File: src/rtl/matrix_pkg.sv
// Shared types and helpers for the matrix-vector sequencer.
package matrix_pkg;

    localparam int unsigned DATA_SIZE_DEF = 8;

    typedef enum logic [2:0] {
        StIdle,
        StFetch,
        StCalc,
        StEmit,
        StDone
    } state_e;

    // Upper accumulator bits (zero-extended); any set bit means the result saturates.
    function automatic logic acc_overflows(input logic [63:0] upper_bits);
        return |upper_bits;
    endfunction

endpackage

File: src/rtl/matrix_seq_dot.sv
// Combinational dot product of one A vector with one B column, upper-half products, saturating.
module matrix_seq_dot
    import matrix_pkg::*;
#(
    parameter int unsigned DATA_SIZE = DATA_SIZE_DEF,
    parameter int unsigned VEC_LEN   = 16
) (
    input  logic [DATA_SIZE*VEC_LEN-1:0] a_vec,
    input  logic [DATA_SIZE*VEC_LEN-1:0] b_vec,
    output logic [DATA_SIZE-1:0]         result
);

    localparam int unsigned PROD_W = 2 * DATA_SIZE;
    localparam int unsigned ACC_W  = DATA_SIZE + $clog2(VEC_LEN);

    logic [PROD_W-1:0] prod;
    logic [ACC_W-1:0]  acc;

    always_comb begin
        prod = '0;
        acc  = '0;
        for (int i = 0; i < VEC_LEN; i++) begin
            prod = PROD_W'(a_vec[i*DATA_SIZE +: DATA_SIZE]) *
                   PROD_W'(b_vec[i*DATA_SIZE +: DATA_SIZE]);
            acc  = acc + ACC_W'(prod[PROD_W-1:DATA_SIZE]);
        end
        result = acc_overflows(64'(acc >> DATA_SIZE)) ? '1 : acc[DATA_SIZE-1:0];
    end

endmodule

File: src/rtl/matrix_seq.sv
// Column-sequenced matrix-vector product with a valid/ready result stream.
// Optional cycle counter output perf_cycles enabled by defining MATRIX_SEQ_PERF_EN.
module matrix_seq
    import matrix_pkg::*;
#(
    parameter int unsigned DATA_SIZE = DATA_SIZE_DEF,
    parameter int unsigned VEC_LEN   = 16,
    parameter int unsigned OUT_LEN   = 16,
    localparam int unsigned IDX_W    = (OUT_LEN > 1) ? $clog2(OUT_LEN) : 1
) (
    input  logic                         clock,
    input  logic                         reset,
    input  logic                         start,
    input  logic                         abort,
    input  logic [DATA_SIZE*VEC_LEN-1:0] a_vec,
    output logic                         b_rd_en,
    output logic [IDX_W-1:0]             b_addr,
    input  logic [DATA_SIZE*VEC_LEN-1:0] b_rdata,
    output logic                         out_valid,
    input  logic                         out_ready,
    output logic [DATA_SIZE-1:0]         out_data,
    output logic [IDX_W-1:0]             out_idx,
    output logic                         busy,
`ifdef MATRIX_SEQ_PERF_EN
    output logic [31:0]                  perf_cycles,
`endif
    output logic                         done
);

    localparam logic [IDX_W-1:0] LAST_COL = IDX_W'(OUT_LEN - 1);

    state_e                       state_q;
    logic [IDX_W-1:0]             col_q;
    logic [DATA_SIZE*VEC_LEN-1:0] a_q;
    logic [DATA_SIZE-1:0]         dot_result;

    matrix_seq_dot #(
        .DATA_SIZE(DATA_SIZE),
        .VEC_LEN  (VEC_LEN)
    ) u_dot (
        .a_vec (a_q),
        .b_vec (b_rdata),
        .result(dot_result)
    );

    always_ff @(posedge clock or negedge reset) begin
        if (!reset) begin
            state_q   <= StIdle;
            col_q     <= '0;
            a_q       <= '0;
            b_rd_en   <= 1'b0;
            b_addr    <= '0;
            out_valid <= 1'b0;
            out_data  <= '0;
            out_idx   <= '0;
            busy      <= 1'b0;
            done      <= 1'b0;
        end else begin
            b_rd_en <= 1'b0;
            done    <= 1'b0;
            // Abort wins over everything, including a handshake in the same cycle.
            if (abort && state_q != StIdle) begin
                state_q   <= StIdle;
                col_q     <= '0;
                out_valid <= 1'b0;
                busy      <= 1'b0;
            end else begin
                case (state_q)
                    StIdle: begin
                        if (start && !abort) begin
                            a_q     <= a_vec;
                            col_q   <= '0;
                            b_addr  <= '0;
                            b_rd_en <= 1'b1;
                            busy    <= 1'b1;
                            state_q <= StFetch;
                        end
                    end
                    StFetch: state_q <= StCalc;
                    StCalc: begin
                        out_data  <= dot_result;
                        out_idx   <= col_q;
                        out_valid <= 1'b1;
                        state_q   <= StEmit;
                    end
                    StEmit: begin
                        if (out_ready) begin
                            out_valid <= 1'b0;
                            if (col_q == LAST_COL) begin
                                done    <= 1'b1;
                                state_q <= StDone;
                            end else begin
                                col_q   <= col_q + IDX_W'(1);
                                b_addr  <= col_q + IDX_W'(1);
                                b_rd_en <= 1'b1;
                                state_q <= StFetch;
                            end
                        end
                    end
                    StDone: begin
                        busy    <= 1'b0;
                        state_q <= StIdle;
                    end
                    default: begin
                        busy    <= 1'b0;
                        state_q <= StIdle;
                    end
                endcase
            end
        end
    end

`ifdef MATRIX_SEQ_PERF_EN
    always_ff @(posedge clock or negedge reset) begin
        if (!reset) begin
            perf_cycles <= '0;
        end else if (state_q == StIdle) begin
            if (start && !abort) perf_cycles <= '0;
        end else begin
            perf_cycles <= perf_cycles + 32'd1;
        end
    end
`endif

endmodule

File: config.mk
export PLATFORM = sky130hd
export DESIGN_NAME = matrix_seq
export DESIGN_NICKNAME = d
export VERILOG_FILES = /design/src/rtl/matrix_pkg.sv /design/src/rtl/matrix_seq_dot.sv /design/src/rtl/matrix_seq.sv
export SDC_FILE = /design/constraint.sdc
export NUM_CORES = 2
export LEC_CHECK = 0
export CAP_MARGIN = 20
export CORE_ASPECT_RATIO = 1.5
export CORE_MARGIN = 4
export CORE_UTILIZATION = 60
export CTS_BUF_LIST = sky130_fd_sc_hd__clkbuf_8
export CTS_CLUSTER_DIAMETER = 80
export CTS_CLUSTER_SIZE = 8
export DETAILED_ROUTE_END_ITERATION = 7
export PLACE_DENSITY = 0.88
export RECOVER_POWER = 50
export SLEW_MARGIN = 0
export SYNTH_ARGS = -nofsm -noshare
export SYNTH_HDL_FRONTEND = slang
export SYNTH_SLANG_ARGS = --single-unit
export TNS_END_PERCENT = 50
File: constraint.sdc
create_clock -name clock -period 11.4 [get_ports clock]
set_clock_uncertainty 0.05 [all_clocks]
set_input_delay 1.71 -clock clock [delete_from_list [all_inputs] [get_ports clock]]
set_output_delay 1.71 -clock clock [all_outputs]
set_load 0.005 [all_outputs]
==> impl_metrics.csv <==
group,metric,value,unit
logic_synthesis,yosysTopAreaCellShare,34.7,%
timing,slew_headroom,-124,%
worst_setup_path,cpMostUsedCell,"fa_1",
floorplan,dieArea,67900,um^2
worst_setup_path,arrival,11.43,ns
floorplan,row_count,113,
timing,hold_viol_final,0,
detailed_routing,avgViaCountPerCell,5.55,
detailed_routing,first_iter_violations,1627,
worst_setup_path,r2r_setup_slack,1.32,ns
logic_synthesis,synth-seq-cells,155,
logic_synthesis,ys_async_sr_fraction,100,%
detailed_routing,routed_wl,89.4,mm
logic_synthesis,yosys-top-cells-area,"fa_1 35%, ha_1 18%, dfrtp_1 10%",
floorplan,dieHeight,317,um
cts,ctsHoldBuffers,0,
grt,grt_pass1_vias,32000,
placed_design,io_buffers,280,
detailed_routing,ant_nets,0,
worst_setup_path,critPathKind,"primary input to flip-flop",
timing,clock.fmax,90.8,MHz
logic_synthesis,syn_area,38200,um^2
cts,numCtsBuffers,17,
floorplan,start_util,60.5,%
cts,path_clk_slew,0.11,ns
worst_setup_path,crit_fanout,8,
detailed_routing,drc,0,
logic_synthesis,yosysWarnings,0,
final_layout,fillers,4622,
grt,track_usage,27.5,%
final_layout,multiInputGateArea,31000,um^2
timing,period_needed,11.01,ns
final_layout,regArea,3880,um^2
cts,clkSinkCount,155,
grt,grt_max_degree,68,
grt,grt-ovfl-total,0,
timing,setup_viol_count_final,0,
timing,whs,0.443,ns
logic_synthesis,synth_top_flop_cell,"dfrtp_1",
cts,clk_latency,0.59,ns
logic_synthesis,ys_seq_area_share,10.2,%
floorplan,chipWidth,214,um
detailed_routing,vias,28800,
worst_setup_path,critical_path_required,11.83,ns
worst_setup_path,critPathMaxStageDelay,0.55,ns
cts,clk_path_buf_depth,2,
cts,htreeDepth,4,
logic_synthesis,synth_area_leader_cell,"fa_1",
logic_synthesis,synth_enable_flop_cells,0,
cts,cts_root_buf,"clkbuf_8",
min_path,min_path_type,"flip-flop to flip-flop",
run_status,violations,"max-capacitance violations, max-slew violations",
timing,finalCritPeriodShare,96.6,%
final_layout,area_growth,12.7,%
logic_synthesis,avgSynthCellArea,9.52,um^2
logic_synthesis,ys_types,67,
grt,grt_pass1_wl,153,mm
final_layout,drive_gt1_share,6.77,%
worst_setup_path,end_kind,"flip-flop",
floorplan,num_io_pins,281,
logic_synthesis,synth_nets,5492,
grt,antenna_found_initial,3,
flow_run,max-cap-violations,3,
final_layout,final_area,43100,um^2
detailed_routing,wire_per_inst,17.3,um
floorplan,core-area,63200,um^2
worst_setup_path,cp-start-kind,"primary input",
placed_design,globalplace.congestion,0.920,
worst_setup_path,cp_slowest_cell,"fa_1",
placed_design,dpl_cell_area,42600,um^2
logic_synthesis,syn_inst,4012,
run_status,outcome,"complete, but fails checks",
timing,maxSlewViolCount,160,
final_layout,nets,5838,
placed_design,dp_hpwl,76.4,mm
timing,worstMarginPinSlew,3.36,ns
cts,cts_tree,"done",
detailed_routing,first_pass_iters,7,
==> synthesized netlist by cell type (all sizes together) (11+ instances only) <==
| cell | number |
|---|---|
| inv | 823 |
| fa | 662 |
| ha | 557 |
| and2 | 518 |
| nand2 | 491 |
| dfrtp | 155 |
| mux2 | 132 |
| xnor2 | 84 |
| a21oi | 72 |
| nor2 | 58 |
| xor2 | 58 |
| clkbuf | 54 |
| o21ai | 47 |
| a21o | 44 |
| o21a | 29 |
| nor3 | 21 |
| nand3 | 19 |
| o21bai | 16 |
| buf | 14 |
| nand4b | 12 |
| nor2b | 12 |
| and3 | 11 |
==> critical path: cells and delay by family <==
kind                       cells  cell delay (ns)
adders and majority gates     13             5.70
AOI/OAI and AO/OA             11             1.90
buffers and inverters          8             1.03
and+or+nand+nor                6             0.82
xor gates and xnor gates       2             0.28
==> flip-flops by register name, summed over array words and instances (netlist names) <==
name and count:
a_q 128, out_data 8, b_addr 4, col_q 4, out_idx 4, state_q 3, b_rd_en 1, busy 1
done 1, out_valid 1
==> per-stage QoR <==
step           setup slack, ns  setup TNS (ns)  instances  util [%]
2_1_floorplan            0.810               0       4012         -
3_3_place_gp            -0.181           -1.43       5143      67.4
3_5_place_dp            -0.372           -2.77       5143      67.4
4_1_cts                  0.233               0       5175      68.1
5_1_grt               -0.00590        -0.00705       5179      68.1
6_report                 0.390               0       5180      68.2
==> kinds of logic (layout without fill, tap and decap cells) <==
kind of cell | after synthesis | after routing | share of synthesized area (%)
simple gates | 1189 | 1189 | 15.9
other cells | 0 | 4 | 0
xor+xnor | 142 | 142 | 3.26
buf+inv | 891 | 1250 | 8.80
compound gates | 282 | 282 | 5.00
fa+ha+maj | 1219 | 1219 | 52.9
flops | 155 | 155 | 10.2
mux | 134 | 134 | 3.94
==> layout by cell type, fill, tap and decap left out, types with 68 or more instances in the layout <==
cell               n
inv_1            824
fa_1             662
ha_1             557
and2_1           517
nand2_1          490
clkdlybuf4s50_1  269
dfrtp_1          155
mux2_2           132
buf_4            113
xnor2_1           84
a21oi_1           68
==> timing repair <==
item | in CTS | in global routing
resized for setup | 0 | 14
buffers inserted | 0 | 1
setup endpoints to repair | 0 | 8
==> worst paths after layout <==
kind,startpoint,endpoint,cells after the start
min,b_addr[0],b_addr[0],1
max reg2reg,a_q[5],out_data[2],34
min in group asynchronous,reset,a_q[47],1
min reg2reg,b_addr[0],b_addr[0],1
max in group asynchronous,reset,out_valid,2
max,b_rdata[13],out_data[2],40
==> routing by layer <==
metal | routed length (um) | vias up | part of all wire [%] | GRT usage (%)
met4 | 2720 | 0 | 3.0 | 8.93
met5 | 0 | - | 0 | 0
met3 | 4090 | 207 | 4.6 | 4.02
met2 | 49600 | 850 | 55 | 53.0
met1 | 33000 | 14600 | 37 | 31.3
li1 | - | 13100 | - | -
==> layout make-up <==
class / instances / share of cell area (%)
antenna: 4 / 0.0232
clock buffer: 17 / 0.543
clock inverter: 15 / 0.418
inverter: 823 / 7.17
multi-input combinational: 2966 / 72.0
sequential: 155 / 9.01
tap: 805 / 2.34
timing repair buffer: 395 / 8.53
Power is not shown: default switching activity piles up to over one toggle a cycle in this logic, so the estimate is an artifact.
